===== src/rtl/timebase_shift_sequencer.sv =====
// timebase_shift_sequencer: phase-staggered start-up of N PWM timebase counter enables
//   clockIn, reset       : clock, asynchronous active-high reset
//   start, stop          : sequence start (IDLE only) / abort (any non-IDLE state, wins over start)
//   delay_wr_en/addr/data: shadow delay register write port, takes effect on the next start
//   enable_out           : registered per-channel counter enables
//   busy, all_running    : state != IDLE, state == RUN
module timebase_shift_sequencer #(
    parameter int N_CHANNELS    = 4,
    parameter int COUNTER_WIDTH = 16,
    parameter int ADDR_WIDTH    = 2
) (
    input  logic                     clockIn,
    input  logic                     reset,
    input  logic                     start,
    input  logic                     stop,
    input  logic                     delay_wr_en,
    input  logic [ADDR_WIDTH-1:0]    delay_wr_addr,
    input  logic [COUNTER_WIDTH-1:0] delay_wr_data,
    output logic [N_CHANNELS-1:0]    enable_out,
    output logic                     busy,
    output logic                     all_running
);
    typedef enum logic [1:0] {IDLE, LOAD, DELAY, RUN} state_t;
    state_t state;
    logic [COUNTER_WIDTH-1:0] shadow [N_CHANNELS];
    logic [COUNTER_WIDTH-1:0] active [N_CHANNELS];
    logic [COUNTER_WIDTH-1:0] cnt [N_CHANNELS];
    assign busy = state != IDLE;
    assign all_running = state == RUN;
    always_ff @(posedge clockIn or posedge reset) begin
        if (reset) begin
            for (int i = 0; i < N_CHANNELS; i++) shadow[i] <= '0;
        end else if (delay_wr_en && int'(delay_wr_addr) < N_CHANNELS) begin
            shadow[delay_wr_addr] <= delay_wr_data;
        end
    end
    always_ff @(posedge clockIn or posedge reset) begin
        if (reset) begin
            state <= IDLE;
            enable_out <= '0;
            for (int i = 0; i < N_CHANNELS; i++) begin
                active[i] <= '0;
                cnt[i] <= '0;
            end
        end else if (state != IDLE && stop) begin
            state <= IDLE;
            enable_out <= '0;
            for (int i = 0; i < N_CHANNELS; i++) cnt[i] <= '0;
        end else if (state == IDLE) begin
            enable_out <= '0;
            if (start && !stop) begin
                active <= shadow;
                state <= LOAD;
            end
        end else if (state == LOAD) begin
            cnt <= active;
            state <= DELAY;
        end else if (state == DELAY) begin
            if (&enable_out) state <= RUN;
            for (int i = 0; i < N_CHANNELS; i++) begin
                if (!enable_out[i]) begin
                    if (cnt[i] != '0) cnt[i] <= cnt[i] - COUNTER_WIDTH'(1);
                    else enable_out[i] <= 1'b1;
                end
            end
        end
    end
endmodule


===== config.mk =====
export PLATFORM = sky130hd
export DESIGN_NAME = timebase_shift_sequencer
export DESIGN_NICKNAME = d
export VERILOG_FILES = /design/src/rtl/timebase_shift_sequencer.sv
export SDC_FILE = /design/constraint.sdc
export NUM_CORES = 1
export LEC_CHECK = 0
export CAP_MARGIN = 20
export CORE_ASPECT_RATIO = 0.9
export CORE_MARGIN = 2
export CORE_UTILIZATION = 40
export DETAILED_ROUTE_END_ITERATION = 8
export PLACE_DENSITY = 0.58
export SLEW_MARGIN = 0
export SYNTH_ARGS = -nofsm -noshare
export SYNTH_HDL_FRONTEND = slang
export SYNTH_SLANG_ARGS = --single-unit

===== constraint.sdc =====
create_clock -name clockIn -period 18.8 [get_ports clockIn]
set_input_delay 5.64 -clock clockIn [delete_from_list [all_inputs] [get_ports clockIn]]
set_output_delay 5.64 -clock clockIn [all_outputs]
set_load 0.02 [all_outputs]

## Yosys cells after proc, flatten, opt, wreduce, memory -nomap -nowiden

Cells that the tools add are included.

| word-level totals | value |
|---|---|
| register bits | 198 |
| input bits | 23 |
| word-level logic and storage cells | 91 |

| operators by class | value |
|---|---|
| add/sub/neg operators | 4 |
| $lt $le $gt $ge | 2 |
| equality and inequality tests | 10 |
| muxes and demuxes | 33 |
| bitwise gates (word level) | 2 |
| reductions and logical operators | 26 |

Operator list:

| operator | number |
|---|---|
| $mux 64 | 4 |
| $mux 16 | 9 |
| $bwmux 64 | 1 |
| $reduce_bool 16->1 | 4 |
| $sub 16x1->16 const B | 4 |
| $demux 16 s2 | 1 |
| $reduce_and 4->1 | 5 |
| $reduce_bool 3->1 | 6 |
| $mux 4 | 4 |
| $mux 2 | 6 |
| $ne 3x1->1 const B | 4 |
| $mux 1 | 8 |
| $reduce_bool 4->1 | 2 |
| $reduce_and 3->1 | 2 |
| $eq 2x2->1 const B | 2 |
| $ge 3x3->1 const B | 1 |
| $logic_and 1x1->1 | 3 |
| $lt 3x1->1 const B | 1 |
| $ne 3x2->1 const B | 1 |
| $ne 3x3->1 const B | 1 |
| $not 2->3 | 1 |
| $eq 2x1->1 const B | 1 |
| $logic_not 2->1 | 1 |
| $ne 2x2->1 const B | 1 |
| other kinds (4) | 4 |

## Longest topological paths before layout

| logic depth | value |
|---|---|
| word-level depth | 7 |
| depth in mapped cells | 10 |
| mapped depth without buffers | 7 |

## Least setup slack after synthesis

No wires, ideal clock.

| path | value |
|---|---|
| path kind | in2reg |
| start point | input stop |
| end point | register active[10] (netlist bit) |
| library setup time | 0.125 ns |
| arrival time | 7.136 ns |
| path slack | 11.539 ns |
| stages on the path | 6 |
| buffers on the path | 3 |
| cells stage by stage | clkbuf_1 nand2b_1 or2_2 clkbuf_1 clkbuf_1 mux2_2 |

| on the way | value |
|---|---|
| cells in the longest elaborated chain, start to end | 3 |

Ends and longest elaborated chain:

| item | RTL line | text |
|---|---|---|
| start, declared | 15 | `input logic stop,` |
| $logic_not 1->1 / $logic_and 1x1->1 (equally long branches) | 51, 45 |  |
| $logic_and 1x1->1 / $not 1->1 (equally long branches) | n/a |  |
| $reduce_and 3->1 (no line) * | n/a |  |
| end signal, assigned | 52 | `active <= shadow;` |
| end, declared | 26 | `logic [COUNTER_WIDTH-1:0] active [N_CHANNELS];` |

Mark *: on every way between the ends. The rest lies on a longest branch, timed or not.
A chain may end at the register's enable or synchronous reset.

## Final worst setup path

| path | value |
|---|---|
| start point | input stop |
| end point | register cnt[62] (netlist bit) |

| on the way | value |
|---|---|
| cells in the longest elaborated chain, start to end | 3 |

Ends and longest elaborated chain:

| item | RTL line | text |
|---|---|---|
| $logic_and 1x1->1 * | 45 | `end else if (state != IDLE && stop) begin` |
| $ne 3x1->1 (no line), or another cell as far along | n/a |  |
| $reduce_and 4->1 (no line) | n/a |  |
| end signal, assigned | 56 | `cnt <= active;` |
| end, declared | 27 | `logic [COUNTER_WIDTH-1:0] cnt [N_CHANNELS];` |

Marked as above.

==> metrics list <==
- Outcome: finished clean
- Number of nets at the end of the flow: 876
* Placeable core region: 23100 um2
* Relative slew slack: 0.320
- Number of clock sinks: 198
- The die is 149 um tall.
* Number of setup violations in the final report: 0
* Root Buffer Master: sky130_fd_sc_hd__clkbuf_16
- Count of pins on the block boundary: 29
- Clock Pin Slew Worst Setup and Hold Paths: 80 ps
* Buffer count from post-CTS setup fixing: 0
* Internal power component: 1100 uW
- The first detailed-routing pass ran for 5 iterations.
* Proportion of layout cells with a drive suffix above 1: 0.227
- Number of enable-type register cells in the synthesized netlist: 0
- After detailed routing, the average wire length per cell comes to 19.1 um.
- CTS buffer count: 17
- Layout Cells excl Fill: 1160
* Sequential fraction of design power: 0.385
* Ratio of total power to cell area: 177 nW/um2
* Startpoint type of the worst setup path: input pin
- In this run the worst path has a maximum fanout of 26.
- After legalization and detailed placement, the total HPWL measured 14.3 mm.
* Maximum resistive drop on vdd: 0.0000871 V
- The largest single stage delay on the critical path is 770 ps.
- The hold violation total from the final report came to 0.
- The path class of the tightest hold or removal check is reg -> reg.
- Of the synthesized area, sequential elements account for 0.531.
* Clock latency on the worst-skew pair: 450 ps
- From synthesis to final layout, the design area changed by 12.1%.
- Htree depth: 4
- Part of the power in combinational logic: 0.406
* Final count of pins violating max slew: 0
* Cell Rows: 53
- Count of unique library cells instantiated by Yosys: 61
- Fraction of registers with async set/reset: 1.00
- Port bufs: 28
* Endpoint of the worst hold-timing path: active[17]
- Dividing the synthesized area by the synthesized cell count gives 11.1 um2.
- Die area: 24600 um2
* Iter 0 DRT Violations: 468
- Critical path capture point type: flop
- The startpoint identified for the worst hold timing path is shadow[17].
- Number of hold-repair buffers added at the cts stage: 0
- Detailed-route vias per instance: 5.65
- Clock skew after layout: 10.9 ps
- Synth warnings: 0
- Cell leakage power: 0.00432 uW
- Timing would allow up to 124 MHz.
- The worst register-to-register path ends at cnt[32].
- The longest clock path from root to sink contains 2 buffers.
- Via count of the routed design: 6553
* Cells along the critical path: clkdlybuf4s50_1 -> nand2b_1 -> nand2_1 -> buf_4 -> o221ai_4 -> o21bai_1 -> a22o_1
- The setup check on the worst reg-to-reg path leaves a slack of 15120 ps.
- At the worst endpoint, the arrival time is 8430 ps.
- Most frequent standard cell in the layout excluding fill and tap cells: sky130_fd_sc_hd__dfrtp_1
* Gates resized, CTS repair: 0
- In the synthesized netlist the dominant register cell turns out to be sky130_fd_sc_hd__dfrtp_1.
* Worst reg2reg startpoint: state[1]
- After synthesis the cells add up to 9340 um2.
* Post-synthesis net count: 875
- Clock network power share: 0.209
* Max-cap violation count: 0
- The cell count after synthesis came out at 844.
- For this design, the slowest cell found on the critical path is sky130_fd_sc_hd__clkdlybuf4s50_1.
- Post-route ant nets: 0
- Highest-count cells in the layout ignoring fill and taps: sky130_fd_sc_hd__dfrtp_1 (198), sky130_fd_sc_hd__mux2_2 (130), sky130_fd_sc_hd__o21ai_0 (83)
* Switching power as a share of total power: 0.410
* Global routing usage summed across all routing layers: 0.193
* CTS tree: done
* Setup repair after global routing missed its margin: false
- Pin count of the biggest net entering global routing: 133
- The clock period could shrink to 8090 ps.
- Register-to-Register Path Depth: 8
* First-pass GRT wire length: 36.1 mm
- Via count of the first global-routing pass: 6301
- Type of the worst setup path: in -> reg
* Antenna Diode Count: 0
- Antenna violations before repair: 1
- Transition at the pin with the smallest max-transition slack: 1020 ps
* Initial Utilization: 0.404
- In the finished design, the share of the clock period the worst path needs comes to 0.430.
- The congestion estimate from routability-driven global placement came to 0.781.
- STA puts the critical path data required time at 19140 ps.
- Total of flip-flops plus latches after synthesis: 198
- In this run the power spent charging and discharging nets is 760 uW.
* Total global routing overflow: 0
- For this run, design rule violations remaining after detail routing come to 0.
- For this block, the routed nets add up to 22.2 mm of wire.
- Hold path depth: 1
- Die width: 165 um
- In this run, placement finished with an instance count of 1128.
* Final TNS setup: 0 ps
-- cells in the mapped netlist (all sizes together), types with 5 or more instances --
cell / number / area [um2]
dfrtp: 198 / 4950
mux2: 130 / 1460
o21ai: 100 / 531
nor2: 76 / 285
a21oi: 55 / 275
clkbuf: 41 / 156
nor3: 32 / 160
nor4: 27 / 190
nand2: 21 / 78.8
inv: 19 / 71.3
a22oi: 13 / 97.6
buf: 12 / 82.6
or4: 12 / 97.6
or3: 10 / 62.6
ha: 8 / 100
nand2b: 8 / 57.6
o31ai: 8 / 73.8
o21a: 6 / 45.0
o2bb2ai: 6 / 52.6
a31oi: 5 / 31.3
mux2i: 5 / 50.1
-- cells by family (layout without fill, tap and decap cells) --
group	Yosys count	after routing	synth area share
AOI/OAI and AO/OA	220	220	0.145
xor gates and xnor gates	2	2	0.00188
adders and majority gates	8	8	0.0107
buffers and inverters	72	86	0.0332
DFF	198	198	0.531
muxes	135	135	0.162
and+or+nand+nor	209	209	0.117
-- worst max path at each step --
| stage | start | to | slack [ps] |
|---|---|---|---|
| 2_1_floorplan | reset | active[0] | 7760 |
| 3_3_place_gp | stop | cnt[62] | 10330 |
| 3_5_place_dp | stop | cnt[62] | 10280 |
| 4_1_cts | stop | cnt[62] | 10770 |
| 5_1_grt | stop | cnt[62] | 10540 |
| 6_report | stop | cnt[62] | 10710 |
-- flip-flops by register name, indices dropped and copies added (netlist names) --
signal and flops:
active 64, cnt 64, enable_out 4, shadow 64, state 2
-- critical path, delay by kind of cell --
| kind | cells | cell delay, ps |
|---|---|---|
| AOI/OAI and AO/OA | 3 | 610 |
| and+or+nand+nor | 2 | 960 |
| buffers and inverters | 2 | 1200 |
-- per-stage QoR --
| stage | setup slack, ps | area [um2] | hold WS [ps] | utilization | power [uW] |
|---|---|---|---|---|---|
| final | 10710 | 10500 | 499 | 0.452 | 1860 |
| after detailed placement | 10280 | 9840 | 487 | 0.425 | 1470 |
| after floorplan | 7760 | 9340 | 448 | - | 1280 |
| after CTS | 10770 | 10500 | 504 | 0.452 | 1860 |
| after global routing | 10540 | 10500 | 520 | 0.452 | 2000 |
| after global placement | 10330 | 9840 | 474 | 0.425 | 1460 |
-- power by group through the flow --
stage / clock [uW] / sequential, uW / combinational [uW]
finish: 387 / 714 / 754
global route: 414 / 736 / 845
CTS: 397 / 712 / 753
detailed placement: 0 / 719 / 749
global placement: 0 / 716 / 741
floorplan: 0 / 660 / 622
-- layer usage --
metal  vias up  wire, um  track usage
li1       3091         -            -
met1      3284     11700        0.312
met2       157      9070        0.262
met3        21      1050       0.0320
met4         0       356       0.0583
met5         -         0            0
-- cell type report --
type	count	area, um2
Fill cell	2138	12700
Sequential cell	198	4950
Multi-Input combinational cell	574	4090
Clock buffer	17	425
Tap cell	302	378
Timing Repair Buffer	35	333
Clock inverter	15	210
Inverter	19	78.8
Power figures use the tool's default switching activity.
